==> src/rtl/demux_1_2_stream_pkg.sv <==
// Shared widths and helpers for the 1:2 stream demux and its per-channel FIFOs.
// The data and register-address widths match the existing 2:1 select muxes.
package demux_1_2_stream_pkg;

  localparam int DATA_W     = 32;
  localparam int REG_ADDR_W = 5;
  localparam int FIFO_DEPTH = 2;
  localparam int CNT_W      = 16;

  // Pointer width for a power-of-two FIFO; never narrower than one bit.
  function automatic int ptr_w(input int depth);
    return (depth > 1) ? $clog2(depth) : 1;
  endfunction

endpackage

==> src/rtl/demux_1_2_stream_chan_fifo.sv <==
// One output channel: a small synchronous FIFO plus a count of words handed
// to the consumer. The head is forced to zero while empty so no stale word shows.
module demux_1_2_stream_chan_fifo
  import demux_1_2_stream_pkg::*;
#(
  parameter int N     = DATA_W,
  parameter int DEPTH = FIFO_DEPTH,
  parameter int CW    = CNT_W
) (
  input  logic          clk,
  input  logic          rst_n,
  input  logic          push,
  input  logic [N-1:0]  push_data,
  output logic          full,
  input  logic          pop_ready,
  output logic          valid,
  output logic [N-1:0]  head,
  output logic [CW-1:0] cnt
);

  localparam int PW = ptr_w(DEPTH);
  localparam int OW = $clog2(DEPTH + 1);

  logic [N-1:0]  mem [DEPTH];
  logic [PW-1:0] rd_ptr;
  logic [PW-1:0] wr_ptr;
  logic [OW-1:0] occ;
  logic          wr_en;
  logic          rd_en;

  assign full  = (occ == OW'(DEPTH));
  assign valid = (occ != '0);
  // Full is re-checked here so a push can never overrun storage.
  assign wr_en = push & ~full;
  assign rd_en = valid & pop_ready;
  assign head  = valid ? mem[rd_ptr] : '0;

  always_ff @(posedge clk or negedge rst_n) begin
    if (!rst_n) begin
      rd_ptr <= '0;
      wr_ptr <= '0;
      occ    <= '0;
      cnt    <= '0;
    end else begin
      if (wr_en) wr_ptr <= wr_ptr + PW'(1);
      if (rd_en) begin
        rd_ptr <= rd_ptr + PW'(1);
        cnt    <= cnt + CW'(1);
      end
      case ({wr_en, rd_en})
        2'b10:   occ <= occ + OW'(1);
        2'b01:   occ <= occ - OW'(1);
        default: occ <= occ;
      endcase
    end
  end

  // Storage needs no reset: the head is masked whenever occupancy is zero.
  always_ff @(posedge clk) begin
    if (wr_en) mem[wr_ptr] <= push_data;
  end

endmodule

==> src/rtl/demux_1_2_stream.sv <==
// Steers each accepted input word to channel 0 or 1 by in_sel; each channel
// buffers in its own FIFO so one stalled consumer only blocks words aimed at it.
module demux_1_2_stream
  import demux_1_2_stream_pkg::*;
#(
  parameter int N     = DATA_W,
  parameter int DEPTH = FIFO_DEPTH,
  parameter int CW    = CNT_W
) (
  input  logic          clk,
  input  logic          rst_n,
  input  logic          in_valid,
  output logic          in_ready,
  input  logic [N-1:0]  in_data,
  input  logic          in_sel,
  output logic          out0_valid,
  input  logic          out0_ready,
  output logic [N-1:0]  out0_data,
  output logic          out1_valid,
  input  logic          out1_ready,
  output logic [N-1:0]  out1_data,
  output logic [CW-1:0] cnt0,
  output logic [CW-1:0] cnt1
);

  // Handshake: a transfer happens on a rising edge where valid & ready are
  // both high. in_ready depends only on in_sel and registered fullness, never
  // on out*_ready, so a pop frees space only from the following cycle.
  logic full0;
  logic full1;
  logic push0;
  logic push1;

  assign in_ready = in_sel ? ~full1 : ~full0;
  // in_valid gates first so an unknown in_sel while idle cannot push.
  assign push0    = in_valid & in_ready & ~in_sel;
  assign push1    = in_valid & in_ready & in_sel;

  demux_1_2_stream_chan_fifo #(.N(N), .DEPTH(DEPTH), .CW(CW)) u_ch0 (
    .clk       (clk),
    .rst_n     (rst_n),
    .push      (push0),
    .push_data (in_data),
    .full      (full0),
    .pop_ready (out0_ready),
    .valid     (out0_valid),
    .head      (out0_data),
    .cnt       (cnt0)
  );

  demux_1_2_stream_chan_fifo #(.N(N), .DEPTH(DEPTH), .CW(CW)) u_ch1 (
    .clk       (clk),
    .rst_n     (rst_n),
    .push      (push1),
    .push_data (in_data),
    .full      (full1),
    .pop_ready (out1_ready),
    .valid     (out1_valid),
    .head      (out1_data),
    .cnt       (cnt1)
  );

endmodule

==> config.mk <==
export PLATFORM = sky130hd
export DESIGN_NAME = demux_1_2_stream
export DESIGN_NICKNAME = d
export VERILOG_FILES = /design/src/rtl/demux_1_2_stream_pkg.sv /design/src/rtl/demux_1_2_stream_chan_fifo.sv /design/src/rtl/demux_1_2_stream.sv
export SDC_FILE = /design/constraint.sdc
export NUM_CORES = 1
export LEC_CHECK = 0
export BUFFER_PORTS_ARGS = -buffer_cell sky130_fd_sc_hd__buf_2
export CAP_MARGIN = 10
export CORE_AREA = 4 4 116 118
export DETAILED_ROUTE_END_ITERATION = 16
export DIE_AREA = 0 0 120 122
export GPL_TIMING_DRIVEN = 0
export PLACE_DENSITY = 0.77
export SYNTH_ARGS = -nofsm -noshare
export SYNTH_HDL_FRONTEND = slang
export SYNTH_HIERARCHICAL = 1
export SYNTH_SLANG_ARGS = --single-unit
==> constraint.sdc <==
create_clock -name clk -period 3.9 [get_ports clk]
set_input_delay 0.195 -clock clk [delete_from_list [all_inputs] [get_ports clk]]
set_output_delay 0.195 -clock clk [all_outputs]
set_load 0.01 [all_outputs]
==> results of run 1 <==
sequential cells by signal, summed over array words and instances (netlist names):
name          count
u_ch0/mem        64
u_ch1/mem        64
u_ch0/cnt        16
u_ch1/cnt        16
u_ch0/occ         2
u_ch1/occ         2
u_ch0/rd_ptr      1
u_ch0/wr_ptr      1
u_ch1/rd_ptr      1
u_ch1/wr_ptr      1
area by class of cell:
class,count,area [um^2]
Timing Repair Buffer,171,1051
Clock inverter,14,148.9
Clock buffer,17,425.4
Buffer,14,60.06
Tap cell,172,215.2
Sequential cell,168,4845
Multi-Input combinational cell,249,1730
Inverter,8,30.03
Fill cell,858,3960
where the power goes:
part / total, uW / switching (uW) / internal (uW)
logic: 1990 / 1210 / 788
registers: 2420 / 185 / 2230
clock network: 1600 / 659 / 941
total: 6010 / 2050 / 3960
per-layer routing:
layer	wire [um]	GRT usage (%)
met2	7088	33.79
met5	0	0
met1	5636	22.98
met3	928	6.314
met4	149	6.943
synth_stat cells (2+ instances only):
master	instances	area share (%)
and3_1	12	1.1
buf_2	6	0.45
clkbuf_1	8	0.45
dfrtp_1	40	15
edfxtp_1	128	58
ha_1	4	0.75
inv_1	4	0.23
inv_2	4	0.23
mux2i_1	65	9.8
nand2_1	20	1.1
nand2b_1	2	0.19
nand3_1	6	0.45
nand3_2	2	0.30
nand4_1	8	0.75
nor2_1	74	4.2
nor2_2	2	0.19
nor3_1	8	0.60
o211ai_1	2	0.23
or4_4	2	0.34
xnor2_1	18	2.4
xnor2_2	2	0.49
xor2_1	20	2.6
final timing paths:
check                           depth (start not counted)         start          endpoint  slack [ns]
max in group asynchronous                               2         rst_n      u_ch0/cnt[2]        2.92
worst min-delay path                                    4    out0_ready      u_ch0/cnt[1]        0.10
worst max register to register                          4  u_ch0/occ[0]  u_ch0/mem[1][25]        1.78
min in group asynchronous                               2         rst_n      u_ch0/cnt[7]        0.43
worst min register to register                          1  u_ch1/cnt[8]      u_ch1/cnt[8]        0.49
worst max-delay path                                    4  u_ch1/occ[1]     out1_data[12]        1.73
metrics by stage:
step / total power [uW] / cell area (um^2) / hold slack (ns) / setup slack, ns
4_1_cts: 6063 / 8506 / 0.09259 / 1.687
6_report: 6013 / 8506 / 0.1046 / 1.733
3_3_place_gp: 4378 / 7543 / 0.3559 / -0.08051
5_1_grt: 6342 / 8506 / 0.1382 / 1.572
2_1_floorplan: 3602 / 6648 / -0.1006 / 1.157
3_5_place_dp: 4429 / 7601 / 0.3643 / 1.768
worst min-delay path: cells and delay by family:
kind                   cells  cell delay [ns]
buffers and inverters      1             0.09
AND/OR/NAND/NOR            3             0.20
logic make-up after synthesis:
logic type,after synthesis
adders and majority gates,4
and+or+nand+nor,138
xor gates and xnor gates,40
buffers and inverters,22
muxes,65
DFF,168
AOI/OAI and AO/OA,2
==> qor.yml, run 1 <==
route:
  drc: 0
  vias: 4126
  avgViaCountPerCell: 5.075
  postRouteAntennaNets: 0
  first_pass_iters: 4
  drt_iter0_markers: 230
  routedWlPerCell_um: 16.98
  drt-total-wl_mm: 13.80
global_route:
  grt_pass1_wl_mm: 21.42
  grt_max_degree: 41
  grt_overflow: 0
  grt_pass1_vias: 4213
  grt_use_total_pct: 19.52
  antenna_found_initial: 0
setup_path:
  arrival_ns: 1.97
  crit_required_ns: 3.70
  path_class: "reg -> out"
  critical-path-top-delay-family: "buffers and inverters"
  max_stage_delay_ns: 0.49
  critPathSlowestCell: "clkbuf_1"
  crit_path_end_kind: "output pin"
  crit_path_start_kind: "register"
  path_buf_inv: 2
  path_cells: "nor2_2, clkbuf_1, nor2_1, buf_2"
  crit_path_max_fanout: 10
cts:
  cts_tree: "done"
  cts_resized: 0
  hold_buffers: 33
  cts.htree.levels: 4
  clkTransAtPathRegs_ns: 0.06
  clockBufferDepth: 2
  clkLatencyLatePin_ns: 0.42
  cts_sinks: 168
  postCtsSetupRepairBufs: 0
  root_buffer: "clkbuf_16"
  cts_made_buffers: 17
floorplanning:
  ioPinCount: 137
  core_area_um2: 12470
  chipWidth_um: 120
  initial_core_util_pct: 53.33
  die_area_um2: 14640
  num_rows: 41
  die_h_um: 122
sta:
  tns_ns: 0
  fin_skew_ns: 0.009047
  max_freq_ghz: 0.4614
  post-route-min-period_ns: 2.167
  rsz0062_at_grt: "false"
  fin_crit_sh_pct: 55.57
  hold_viol: 0
  max-slew-margin-rel_pct: 40.40
  maxSlewViolCount: 0
  finalSetupViolCount: 0
  tightest_slew_ns: 0.8939
placed_design:
  numPortBuffers: 136
  gp_congestion: 0.7958
  dp_hpwl_mm: 8.825
  dp.cells: 749
logic_synthesis:
  ys_types: 24
  synth_compound_area_share_pct: 0.2259
  netlist_instances: 439
  syn_nets: 481
  synth_warnings: 6
  synth_simple_gate_area_share_pct: 9.505
  synth_top_family_by_area: "multiplexers"
  synth-async-reset-ratio_pct: 23.81
  synthFlopType: "edfxtp_1"
  synth_edf_count: 128
  synth_area_per_cell_um2: 15.14
  synth.mux.area_fraction_pct: 9.787
  ys_ff_latch: 168
  syn_area_um2: 6648
  seq_area_frac_synth_pct: 72.88
  synth_xor_area_share_pct: 5.496
  synth_fa_ha_area_share_pct: 0.7529
run_status:
  status: "completed"
cells_and_area:
  n_antenna_cell: 0
  layout.cells.non_filler: 813
  area_growth_pct: 27.95
  num-nets-final: 671
  final_common_cell: "buf_2"
  final_cell_mix: "142 x buf_2, 128 x edfxtp_1, 72 x nor2_1"
  layout-drive-gt1-share_pct: 29.64
  final_util_pct: 68.23
power:
  p_leak_uw: 0.003697
  power_density_nw_per_um2: 706.9
  ir_drop_uv: 447.5
worst_hold_path:
  min_path_type: "in -> reg"
run:
  max_cap_violations: 0
No activity file was read; power rests on OpenSTA's default activity.
==> inputs of run 2 (changes only) <==
Clock period 3.9 ns to 2.3 ns, I/O delays scaled along.
==> qor.yml, run 2 (synthesis gave the netlist of run 1 again) <==
floorplanning:
  num_rows: 41
  die_area_um2: 14640
  initial_core_util_pct: 53.33
  chipWidth_um: 120
  die_h_um: 122
  core_area_um2: 12470
  ioPinCount: 137
route:
  drc: 0
  drt-total-wl_mm: 13.80
  routedWlPerCell_um: 16.95
  avgViaCountPerCell: 5.052
  drt_iter0_markers: 257
  vias: 4112
  postRouteAntennaNets: 0
  first_pass_iters: 5
cells_and_area:
  fin_area_um2: 8533
  num-nets-final: 671
  final_common_cell: "buf_2"
  area_growth_pct: 28.36
  reg_top3: "u_ch0/mem (64), u_ch1/mem (64)"
  n_antenna_cell: 0
  layout-drive-gt1-share_pct: 29.60
  final_cell_mix: "142 x buf_2, 128 x edfxtp_1, 72 x nor2_1"
setup_path:
  path_cells: "nand2b_1, inv_1, nor3b_1, and3_2"
  crit_path_start_kind: "register"
  critPathSlowestCell: "and3_2"
  path_class: "reg -> reg"
  max_stage_delay_ns: 0.83
  path_buf_inv: 1
  crit_required_ns: 2.34
  arrival_ns: 2.17
  crit_path_end_kind: "register"
  critical-path-top-delay-family: "simple AND/OR/NAND/NOR gates"
  crit_path_max_fanout: 32
placed_design:
  place_area_um2: 7601
  numPortBuffers: 136
  dp_hpwl_mm: 8.747
  gp_congestion: 0.8103
cts:
  postCtsSetupRepairBufs: 0
  cts_tree: "done"
  clkTransAtPathRegs_ns: 0.06
  cts_sinks: 168
  cts_made_buffers: 17
  hold_buffers: 33
  clockBufferDepth: 2
  root_buffer: "clkbuf_16"
  clkLatencyLatePin_ns: 0.42
  cts.htree.levels: 4
  cts_resized: 0
power:
  power_density_nw_per_um2: 1208
  p_leak_uw: 0.003705
  power_uw: 10300
  ir_drop_uv: 740.2
sta:
  tns_ns: 0
  rsz0062_at_grt: "false"
  tightest_slew_ns: 0.9089
  finalSetupViolCount: 0
  post-route-min-period_ns: 2.133
  maxSlewViolCount: 0
  fin_crit_sh_pct: 92.74
  fin_skew_ns: 0.008196
  max_freq_ghz: 0.4688
  hold_viol: 0
  max-slew-margin-rel_pct: 39.41
global_route:
  grt_use_total_pct: 19.97
  antenna_found_initial: 0
  grt_max_degree: 41
  grt_pass1_vias: 4376
  grt_pass1_wl_mm: 22.10
  grt_overflow: 0
worst_hold_path:
  min_path_type: "in -> reg"
run:
  max_cap_violations: 0
run_status:
  status: "completed"
run 2: changes by cell type in the layout (fill, tap and decap cells not counted):
cell,change
bufinv_16,+1
clkinv_1,+1
clkinv_2,-1
clkinvlp_4,+1
inv_6,-1
run 2: final timing paths:
check,from,end,slack [ns],cells past startpoint
worst max-delay path,u_ch0/occ[0],u_ch0/mem[1][5],0.17,4
worst min-delay path,out0_ready,u_ch0/cnt[1],0.04,4
worst max register to register,u_ch0/occ[0],u_ch0/mem[1][5],0.17,4
worst min register to register,u_ch1/cnt[8],u_ch1/cnt[8],0.48,1
max in group asynchronous,rst_n,u_ch0/cnt[4],1.41,2
min in group asynchronous,rst_n,u_ch0/cnt[13],0.35,2
run 2: metrics by stage:
step | hold slack [ns] | cells | worst slack, ns | utilization [%]
2_1_floorplan | -0.1806 | 439 | 0.08213 | -
3_3_place_gp | 0.2694 | 747 | -0.6941 | 60.55
5_1_grt | 0.05264 | 814 | 0.007740 | 68.45
3_5_place_dp | 0.2742 | 749 | 0.1369 | 60.98
6_report | 0.04189 | 814 | 0.1669 | 68.45
4_1_cts | 0.02456 | 814 | 0.1315 | 68.45
run 2: area by class of cell:
class | instances | area [um^2]
Inverter | 8 | 30.03
Multi-Input combinational cell | 249 | 1730
Buffer | 14 | 60.06
Clock inverter | 15 | 176.4
Fill cell | 863 | 3933
Tap cell | 172 | 215.2
Sequential cell | 168 | 4845
Timing Repair Buffer | 171 | 1051
Clock buffer | 17 | 425.4
run 2: tightest hold or removal path: cells and delay by family:
family / cells / cell delay, ns
buffers and inverters: 1 / 0.10
AND/OR/NAND/NOR: 3 / 0.21
run 2: metal layers:
layer	vias up	wire length, um	global-route usage, %
met5	-	0	0
met4	0	197	6.800
met3	20	898	6.082
met2	149	6797	33.54
met1	1976	5902	24.83
li1	1967	-	-
run 2: report_power, final:
group,total (uW),internal (uW),switching [uW]
Clock,2840,1710,1130
Combinational,3370,1330,2040
Sequential,4100,3790,311
Total,10300,6830,3480
